**src/rtl/softmax_pkg.sv**
```systemverilog
// Shared types and width helpers for the softmax normalizer.
// Optional build macro honoured by this slice: SOFTMAX_ROUND_EN (round-half-up division).
package softmax_pkg;

    typedef enum logic [1:0] {
        IDLE   = 2'd0,
        ACCUM  = 2'd1,
        DIVIDE = 2'd2,
        OUTPUT = 2'd3
    } state_t;

    function automatic int clog2(input int n);
        int r;
        r = 0;
        while ((1 << r) < n) r++;
        return r;
    endfunction

    // Index registers need at least one bit even for a single-element range.
    function automatic int idx_width(input int n);
        return (n <= 1) ? 1 : clog2(n);
    endfunction

    function automatic int exp_width(input int nnew);
        return nnew + 1;
    endfunction

    function automatic int sum_width(input int nnew, input int vec_len);
        return nnew + 1 + clog2(vec_len);
    endfunction

    localparam int N_DEF       = 16;
    localparam int NNEW_DEF    = N_DEF + 6;
    localparam int VEC_LEN_DEF = 8;
    localparam int EXPW        = exp_width(NNEW_DEF);
    localparam int SUMW        = sum_width(NNEW_DEF, VEC_LEN_DEF);

endpackage

```
**src/rtl/softmax_normalizer_seq_divider.sv**
```systemverilog
// Sequential restoring divider for fractions dividend/divisor (dividend <= divisor), one
// quotient bit per cycle after a load cycle. SOFTMAX_ROUND_EN adds one bit for round-half-up.
module seq_divider
    import softmax_pkg::*;
#(
    parameter int DW = 23,
    parameter int VW = 26,
    parameter int QW = 16
) (
    input  logic          clk,
    input  logic          reset,
    input  logic          start,
    input  logic [DW-1:0] dividend,
    input  logic [VW-1:0] divisor,
    output logic          done,
    output logic [QW-1:0] quotient
);

`ifdef SOFTMAX_ROUND_EN
    localparam int ITER = QW + 1;
`else
    localparam int ITER = QW;
`endif
    localparam int CW = idx_width(ITER);

    logic [VW-1:0]   rem;
    logic [VW-1:0]   dvs;
    logic [ITER-2:0] q;
    logic [CW-1:0]   cnt;
    logic            running;
    logic            zero_div;
    logic            sat;

    logic [VW:0]     rem_sh;
    logic            ge;
    logic [VW-1:0]   rem_nx;
    logic [ITER-1:0] q_nx;
    logic [QW-1:0]   rounded;
    logic [QW:0]     rsum;

    // The remainder never exceeds the divisor, so the shifted value fits in VW+1 bits.
    always_comb begin
        rem_sh = {rem, 1'b0};
        ge     = (rem_sh >= {1'b0, dvs});
        rem_nx = ge ? VW'(rem_sh - {1'b0, dvs}) : rem_sh[VW-1:0];
        q_nx   = {q, ge};
        rsum   = '0;
`ifdef SOFTMAX_ROUND_EN
        rsum    = {1'b0, q_nx[ITER-1:1]} + {{QW{1'b0}}, q_nx[0]};
        rounded = rsum[QW] ? '1 : rsum[QW-1:0];
`else
        rounded = q_nx;
`endif
        if (zero_div)  quotient = '0;
        else if (sat)  quotient = '1;
        else           quotient = rounded;
    end

    assign done = running && (cnt == CW'(ITER - 1));

    always_ff @(posedge clk or negedge reset) begin
        if (!reset) begin
            rem      <= '0;
            dvs      <= '0;
            q        <= '0;
            cnt      <= '0;
            running  <= 1'b0;
            zero_div <= 1'b0;
            sat      <= 1'b0;
        end else if (start) begin
            rem      <= VW'(dividend);
            dvs      <= divisor;
            q        <= '0;
            cnt      <= '0;
            running  <= 1'b1;
            zero_div <= (divisor == '0);
            sat      <= (VW'(dividend) == divisor);
        end else if (running) begin
            rem <= rem_nx;
            q   <= q_nx[ITER-2:0];
            cnt <= cnt + CW'(1);
            if (done) running <= 1'b0;
        end
    end

endmodule

```
**src/rtl/softmax_normalizer.sv**
```systemverilog
// Softmax normalizer: buffers VEC_LEN exponents (exp = x + y), sums them, then emits
// each exponent / sum as a Q0.N probability. SOFTMAX_ROUND_EN selects rounded division.
module softmax_normalizer
    import softmax_pkg::*;
#(
    parameter int N       = 16,
    parameter int NNEW    = N + 6,
    parameter int VEC_LEN = 8
) (
    input  logic            clk,
    input  logic            reset,
    input  logic [NNEW-1:0] exp_x,
    input  logic [NNEW-1:0] exp_y,
    input  logic            exp_valid,
    output logic            in_ready,
    input  logic            out_ready,
    output logic [N-1:0]    prob_out,
    output logic            prob_valid,
    output logic            prob_last,
    output logic            busy,
    output state_t          state
);

    localparam int EW = exp_width(NNEW);
    localparam int SW = sum_width(NNEW, VEC_LEN);
    localparam int IW = idx_width(VEC_LEN);

    // Handshakes: a transfer happens on a rising edge where valid and ready are both high;
    // in_ready and prob_valid are registered and never depend on same-cycle inputs.
    logic [EW-1:0] buf_mem [VEC_LEN];
    logic [SW-1:0] sum;
    logic [IW-1:0] idx;
    logic [EW-1:0] exp_sum;
    logic          accept;
    logic          div_load;
    logic          div_done;
    logic [N-1:0]  div_result;
    logic          is_last_idx;

    assign exp_sum     = EW'(exp_x) + EW'(exp_y);
    assign accept      = exp_valid && in_ready;
    assign is_last_idx = (idx == IW'(VEC_LEN - 1));

    always_ff @(posedge clk) begin
        if (accept) buf_mem[idx] <= exp_sum;
    end

    seq_divider #(
        .DW (EW),
        .VW (SW),
        .QW (N)
    ) u_div (
        .clk      (clk),
        .reset    (reset),
        .start    (div_load),
        .dividend (buf_mem[idx]),
        .divisor  (sum),
        .done     (div_done),
        .quotient (div_result)
    );

    always_ff @(posedge clk or negedge reset) begin
        if (!reset) begin
            state      <= IDLE;
            idx        <= '0;
            sum        <= '0;
            in_ready   <= 1'b1;
            prob_out   <= '0;
            prob_valid <= 1'b0;
            prob_last  <= 1'b0;
            busy       <= 1'b0;
            div_load   <= 1'b0;
        end else begin
            case (state)
                IDLE, ACCUM: begin
                    if (accept) begin
                        sum  <= sum + SW'(exp_sum);
                        busy <= 1'b1;
                        if (is_last_idx) begin
                            idx      <= '0;
                            state    <= DIVIDE;
                            in_ready <= 1'b0;
                            div_load <= 1'b1;
                        end else begin
                            idx   <= idx + IW'(1);
                            state <= ACCUM;
                        end
                    end
                end
                DIVIDE: begin
                    div_load <= 1'b0;
                    if (div_done) begin
                        prob_out   <= div_result;
                        prob_valid <= 1'b1;
                        prob_last  <= is_last_idx;
                        state      <= OUTPUT;
                    end
                end
                OUTPUT: begin
                    if (out_ready) begin
                        prob_valid <= 1'b0;
                        prob_last  <= 1'b0;
                        if (prob_last) begin
                            sum      <= '0;
                            idx      <= '0;
                            state    <= IDLE;
                            in_ready <= 1'b1;
                            busy     <= 1'b0;
                        end else begin
                            idx      <= idx + IW'(1);
                            state    <= DIVIDE;
                            div_load <= 1'b1;
                        end
                    end
                end
                default: state <= IDLE;
            endcase
        end
    end

endmodule

```
**config.mk**
```make
export PLATFORM = sky130hd
export DESIGN_NAME = softmax_normalizer
export DESIGN_NICKNAME = d
export VERILOG_FILES = /design/src/rtl/softmax_pkg.sv /design/src/rtl/softmax_normalizer_seq_divider.sv /design/src/rtl/softmax_normalizer.sv
export SDC_FILE = /design/constraint.sdc
export NUM_CORES = 1
export LEC_CHECK = 0
export ABC_AREA = 1
export BUFFER_PORTS_ARGS = -buffer_cell sky130_fd_sc_hd__buf_2
export CAP_MARGIN = 15
export CELL_PAD_IN_SITES_DETAIL_PLACEMENT = 0
export CELL_PAD_IN_SITES_GLOBAL_PLACEMENT = 1
export CORE_MARGIN = 4
export CORE_UTILIZATION = 30
export DETAILED_ROUTE_END_ITERATION = 10
export PLACE_DENSITY_LB_ADDON = 0.1
export SLEW_MARGIN = 25
export SYNTH_ARGS = -nofsm -noshare
export SYNTH_HDL_FRONTEND = slang
export SYNTH_SLANG_ARGS = --single-unit
```
**constraint.sdc**
```tcl
create_clock -name clk -period 3.94 [get_ports clk]
set_clock_uncertainty 0.2 [all_clocks]
set_input_delay 0.788 -clock clk [delete_from_list [all_inputs] [get_ports clk]]
set_output_delay 0.788 -clock clk [all_outputs]
set_load 0.05 [all_outputs]
```
==> results of run 1 <==
[flip-flops by register name, indices dropped and copies added (netlist names)]
name,flops
u_div.running,1
sum,26
prob_out,16
buf_mem,184
busy,1
u_div.dvs,26
u_div.rem,26
u_div.cnt,4
u_div.sat,1
div_load,1
u_div.q,15
prob_valid,1
prob_last,1
idx,3
in_ready,1
state,2
u_div.zero_div,1
[cells in the mapped netlist, types with 10 or more instances]
cell	instances	area (µm²)
nand2_1	662	2480
inv_1	386	1450
nand3_1	189	946
nor2_1	187	702
edfxtp_1	184	5530
o21ai_0	132	661
dfrtp_1	125	3130
a21oi_1	104	521
ha_1	75	938
nand4_1	44	275
buf_2	25	125
clkbuf_1	24	90.1
o22ai_1	22	138
xor2_1	18	158
nor3_1	14	70.1
xnor2_1	14	123
o21bai_1	13	97.6
nor4_1	10	62.6
[area by class of cell]
cell class / count / area, µm²
inverters: 392 / 1470
multi-input cells: 1542 / 7690
flip-flops and latches: 310 / 8680
well taps: 773 / 967
clock inverters: 25 / 221
repair buffers: 249 / 1790
clock buffers: 42 / 966
fillers: 6214 / 37600
[cells by family (layout without fill, tap and decap cells)]
family          count (synthesis)  in the layout  share of synthesized area (%)
buf+inv                       452            708                           9.83
compound gates                302            302                           9.05
simple gates                 1130           1130                           26.1
xor+xnor                       32             32                           1.55
fa+ha+maj                      78             78                           5.51
flops                         310            310                           47.9
[critical path, delay by kind of cell]
kind | cells | cell delay [ns]
adder cells (fa/ha/maj) | 2 | 0.54
XOR/XNOR | 1 | 0.45
AND/OR/NAND/NOR | 6 | 0.55
AO/OA/AOI/OAI | 5 | 0.98
buffers and inverters | 4 | 0.59
[stage by stage]
step / setup TNS, ns / total power [mW] / std cells
after floorplan: 0 / 4.19 / 2304
after global placement: -3.90 / 4.94 / 3266
after detailed placement: -3.79 / 4.94 / 3266
after CTS: 0 / 8.38 / 3333
after global routing: 0 / 8.64 / 3333
final: 0 / 8.26 / 3333
[metal layers]
| layer | global-route usage, % | share of wire, % | up-vias | routed length [µm] |
|---|---|---|---|---|
| met3 | 2.23 | 3.1 | 91 | 1840 |
| met5 | 0 | 0 | - | 0 |
| met4 | 6.00 | 3.4 | 0 | 2060 |
| li1 | - | - | 7918 | - |
| met1 | 26.3 | 48 | 7244 | 29200 |
| met2 | 30.3 | 45 | 233 | 27100 |
[worst max-delay path by stage]
stage	from	to	slack, ns	cells after the start
floorplan	exp_x[0]	sum[19]	0.08	21
global placement	exp_x[4]	sum[11]	-0.29	18
detailed placement	exp_x[4]	sum[11]	-0.29	18
CTS	exp_x[4]	sum[11]	0.28	18
global route	exp_x[4]	sum[17]	0.0003	20
finish	exp_x[4]	sum[11]	0.24	18
[report_power, final]
| part | total, mW | internal (mW) | switching, mW | leakage, nW |
|---|---|---|---|---|
| Sequential | 3.55 | 3.55 | 0 | 3.28 |
| Combinational | 1.33 | 0.577 | 0.751 | 6.74 |
| Clock | 3.39 | 1.97 | 1.42 | 0.579 |
| Total | 8.26 | 6.10 | 2.17 | 10.6 |
[what timing repair did]
item,CTS,global route
setup endpoints to repair,0,6
hold endpoints to repair,0,0
resized for setup,0,6
hold buffers,0,0
==> results.yml, run 1 <==
grt:
  grt_max_degree: 109
  antenna_found_initial: 0
  grt_pass1_vias: 15400
  grt_usage_pct: 18.7
  grt_pass1_wl_um: 92200
  grt_remaining_overflow: 0
timing:
  layout_min_cycle_time_ns: 3.70
  whs_ns: 0.0332
  finalCritPeriodShare_pct: 94.0
  fin_ws_ns: 0.236
  worst_pin_slew_ns: 0.884
  slew_viol_final: 0
  timing.fmax_mhz: 270
  rsz0062_at_grt: "false"
  hold_viol_final: 0
  finalSetupViolCount: 0
  maxSlewHeadroom_pct: 40.9
floorplanning:
  die-height_um: 254
  ios: 70
  die-area_um2: 64300
  fp.dieW_um: 254
  rows: 89
  initial_core_util_pct: 30.5
  coreArea_um2: 59400
logic_synthesis:
  syn_avg_cell_area_um2: 7.86
  synthArstFlopShare_pct: 40.6
  seq_area_frac_synth_pct: 47.9
  syn-cell-area_um2: 18100
  synth_seq_cells: 310
  synth-edff-count: 184
  yosysUniqueCellTypes: 45
  synth_nets: 2430
  ys.warnings.count: 0
  ys.flop_type: "edfxtp_1"
  syn_inst: 2304
drt:
  drtPass1Iterations: 6
  num_vias: 15500
  viasPerCell: 4.65
  wirelength_um: 60200
  wl_per_cell_um: 18.1
  ant_nets: 0
  drt-initial-drc-count: 957
  drc_errors: 0
worst_setup_path:
  worstPathMaxFanout: 5
  critPathMaxStageDelay_ns: 0.45
  worst_ep_required_time_ns: 4.14
  startpoint_type: "input pin"
  crit_arrival_ns: 3.91
  r2r_slack_ns: 1.03
  slowest_stage: "xnor2_1"
  r2r_end: "u_div.rem[13]"
  end_kind: "flip-flop"
  crit_chain: "buf_2 > ha_1 > nand2_1 > o21ai_0 > a21oi_1 > buf_4 > xnor2_1 > buf_12 > ha_1 > buf_4 > nand2_1 > nor2_1 > nand2_1 > o211ai_1 > nand2_1 > nand2_1 > o21ai_0 > o21ai_0"
  criticalPathCategory: "input pin to flip-flop"
  r2r_cells: 11
  crit_top_cell: "nand2_1"
  rr_startpoint: "u_div.rem[7]"
clock_network:
  cts_tree: "done"
  clock_sinks: 310
  cts_setup_buffers: 0
  cts.clk_slew.worst_paths_ns: 0.06
  root_buffer: "clkbuf_16"
  clkLatencyLatePin_ns: 0.55
  htree_levels: 2
  clk_path_buf_depth: 3
  cts_made_buffers: 38
placement:
  gp_congestion: 0.867
  hpwl_um: 44600
  place_area_um2: 20600
  io_buffers: 69
  post-place-ws_ns: -0.286
final_layout:
  final_common_cell: "nand2_1"
  diodes: 0
  design_area_um2: 21800
  final_cell_mix: "nand2_1 (662), inv_1 (386), nand3_1 (189), edfxtp_1 (184), nor2_1 (176)"
  syn2layout_area_growth_pct: 20.3
  nets: 2659
  final_util_pct: 36.7
  drive_gt1_share_pct: 13.2
status:
  status: "completed"
power:
  powerDensity_nw_per_um2: 379
  p_leak_nw: 10.6
  peakVddDrop_mv: 0.294
job:
  maxCapViolCount: 0
worst_hold_path:
  hp-class: "input pin to asynchronous set/reset pin"
No activity file was read; power rests on OpenSTA's default activity.
==> run 2: changes to the inputs <==
- ABC_AREA: 1 -> 0
==> results.yml, run 2 <==
status:
  status: "finished, violations left"
  failed_checks: "setup timing"
clock_network:
  cts.clk_slew.worst_paths_ns: 0.06
  clkLatencyLatePin_ns: 0.55
  root_buffer: "clkbuf_16"
  htree_levels: 2
  clock_sinks: 310
  cts_tree: "done"
  cts_made_buffers: 37
  holdBufCountCts: 0
  clk_path_buf_depth: 3
final_layout:
  final_util_pct: 37.6
  largest_reg_flops: 184
  syn2layout_area_growth_pct: 23.9
  final_common_cell: "edfxtp_1"
  nets: 1651
  regMostFlops: "buf_mem"
  diodes: 0
  final_cell_mix: "edfxtp_1 (184), buf_4 (154), nand2_1 (122), dfrtp_1 (121), nor2_1 (101)"
  drive_gt1_share_pct: 25.8
  fin_cells: 2236
logic_synthesis:
  yosysMostFrequentCell: "edfxtp_1"
  ys.flop_type: "edfxtp_1"
  ys.warnings.count: 0
  synth_area_leaders: "edfxtp_1 (34%), dfrtp_1 (20%), ha_1 (5.9%), mux4_2 (3.9%), mux4_1 (3.0%)"
  syn_avg_cell_area_um2: 12.1
  synth_commonest_cells: "edfxtp_1 (184), dfrtp_1 (125), nand2_1 (123)"
  syn_inst: 1320
  synth-edff-count: 184
  synth_seq_cells: 310
  yosysTopAreaCellShare_pct: 34.5
  synth_nets: 1446
  seq_area_frac_synth_pct: 54.1
  syn-cell-area_um2: 16000
  synthArstFlopShare_pct: 40.6
  synth_top_area_cell: "edfxtp_1"
  yosysUniqueCellTypes: 70
floorplanning:
  die-area_um2: 57200
  fp.dieW_um: 239
  initial_core_util_pct: 30.4
  ios: 70
  rows: 84
  coreArea_um2: 52800
  die-height_um: 239
worst_setup_path:
  worst_ep_required_time_ns: 4.16
  critPathMaxStageDelay_ns: 0.36
  crit_top_cell: "a21o_1"
  slowest_stage: "fa_2"
  cp_num_buf_inv: 1
  r2r_slack_ns: 0.51
  r2r_end: "u_div.rem[1]"
  rr_startpoint: "u_div.rem[1]"
  end_kind: "flip-flop"
  crit_chain: "buf_6 > ha_4 > fa_2 > a21o_1 > nand2_2 > o21ai_4 > a21o_4 > o21a_1 > nor2_2 > o21bai_1 > a21oi_2 > xnor2_2 > ha_4 > a21o_1 > a221o_1 > a21o_1 > o2111ai_2 > nand3_2 > o41ai_4 > or4_1 > nand3_1"
  path_depth: 21
  r2r_cells: 11
  worstPathMaxFanout: 4
  startpoint_type: "input pin"
  crit_arrival_ns: 4.53
  criticalPathCategory: "input pin to flip-flop"
  crit_family: "compound AO/OA/AOI/OAI gates"
placement:
  dp_cells: 2162
  post-place-ws_ns: -1.26
  gp_congestion: 0.788
  hpwl_um: 29700
  io_buffers: 69
power:
  p_switching_mw: 1.79
  pwr-share-clk_pct: 43.7
  power.total_mw: 7.77
  p_leak_nw: 8.04
  power.share.switching_pct: 23.1
  comb_power_share_pct: 10.7
  peakVddDrop_mv: 0.242
  power_frac_seq_pct: 45.6
  powerDensity_nw_per_um2: 391
  intPower_mw: 5.98
timing:
  finalCritPeriodShare_pct: 110
  fin_ws_ns: -0.374
  maxSlewHeadroom_pct: 39.9
  layout_min_cycle_time_ns: 4.31
  worst_pin_slew_ns: 0.901
  finalSetupViolCount: 5
  slew_viol_final: 0
  rsz0062_at_grt: "true"
  hold_viol_final: 0
  timing.fmax_mhz: 232
  whs_ns: 0.0171
worst_hold_path:
  hp-class: "input pin to asynchronous set/reset pin"
job:
  maxCapViolCount: 0
grt:
  grt_usage_pct: 14.9
  grt_pass1_wl_um: 66200
  grt_max_degree: 95
  grt_remaining_overflow: 0
  grt_pass1_vias: 11200
  antenna_found_initial: 3
drt:
  ant_nets: 0
  num_vias: 10800
  drt-initial-drc-count: 679
  wirelength_um: 42100
  wl_per_cell_um: 18.8
  drtPass1Iterations: 5
  viasPerCell: 4.84
  drc_errors: 0
-- run 2: cell types whose count changed after synthesis, moves of 22 or more --
cell	delta
xnor2_1	+36
inv_1	-339
nand3_1	-162
a21oi_1	-37
o22ai_1	-22
nand4_1	-34
nand2_1	-539
mux2i_1	+42
mux4_2	+28
nor2_1	-78
o21ai_0	-49
-- run 2: worst max path at each step --
| stage | start | end |
|---|---|---|
| 6_report | exp_x[0] | sum[25] |
| 5_1_grt | exp_x[0] | sum[25] |
| 4_1_cts | exp_x[0] | sum[25] |
| 3_5_place_dp | exp_x[0] | sum[25] |
| 3_3_place_gp | exp_x[0] | sum[25] |
| 2_1_floorplan | exp_x[0] | sum[25] |
-- run 2: kinds of logic (layout without fill, tap and decap cells) --
kind of cell	after synthesis	count (layout)	share of synthesized area, %
flops	310	310	54.1
fa+ha+maj	78	78	6.23
xor+xnor	85	85	4.64
simple gates	345	345	9.59
mux	102	102	10.5
buf+inv	107	335	3.11
compound gates	293	293	11.7
-- run 2: worst register-to-register path, stage by stage, from the launching register on --
cell and delay, ns:
dfrtp_1 0.40, ha_1 0.40, o21a_1 0.15, o31a_1 0.19, o21a_1 0.30, a21oi_2 0.13, nor2_1 0.11, a21o_1 0.55
buf_4 0.31, mux2_4 0.32, a211oi_2 0.21, a21o_1 0.10
-- run 2: final cells by class --
cell class	instances	area (µm²)
fill	5162	32900
timing repair buffer	225	1560
sequential	310	8690
multi-input combinational	903	7350
tap	688	861
inverter	48	180
clock buffer	46	1020
clock inverter	16	194
-- run 2: timing repair --
action,in CTS,in global routing
gates cloned,0,0
buffers inserted,8,6
setup endpoints to repair,11,10
gates resized for setup,39,29
pin swaps,23,9
-- run 2: through the flow --
step           cell area, µm²  setup TNS (ns)
4_1_cts                 19700           -1.20
3_3_place_gp            18100          -12.05
6_report                19900          -0.997
3_5_place_dp            18100          -13.47
5_1_grt                 19900           -2.37
2_1_floorplan           16100           -3.43
-- run 2: routing by layer --
metal	routed length (µm)	vias to the layer above	track usage [%]	part of all wire (%)
met1	20600	5308	21.5	49
met3	1340	50	2.28	3.2
met4	830	0	3.75	2.0
li1	-	5318	-	-
met2	19300	156	23.7	46
met5	0	-	0	0
-- run 2: power groups by stage --
stage	registers (mW)	logic, mW	clock network, mW
after floorplan	3.61	0.334	0
after global placement	3.61	0.697	0
after detailed placement	3.61	0.706	0
after CTS	3.54	0.795	3.53
after global routing	3.54	0.920	3.66
final	3.54	0.828	3.39
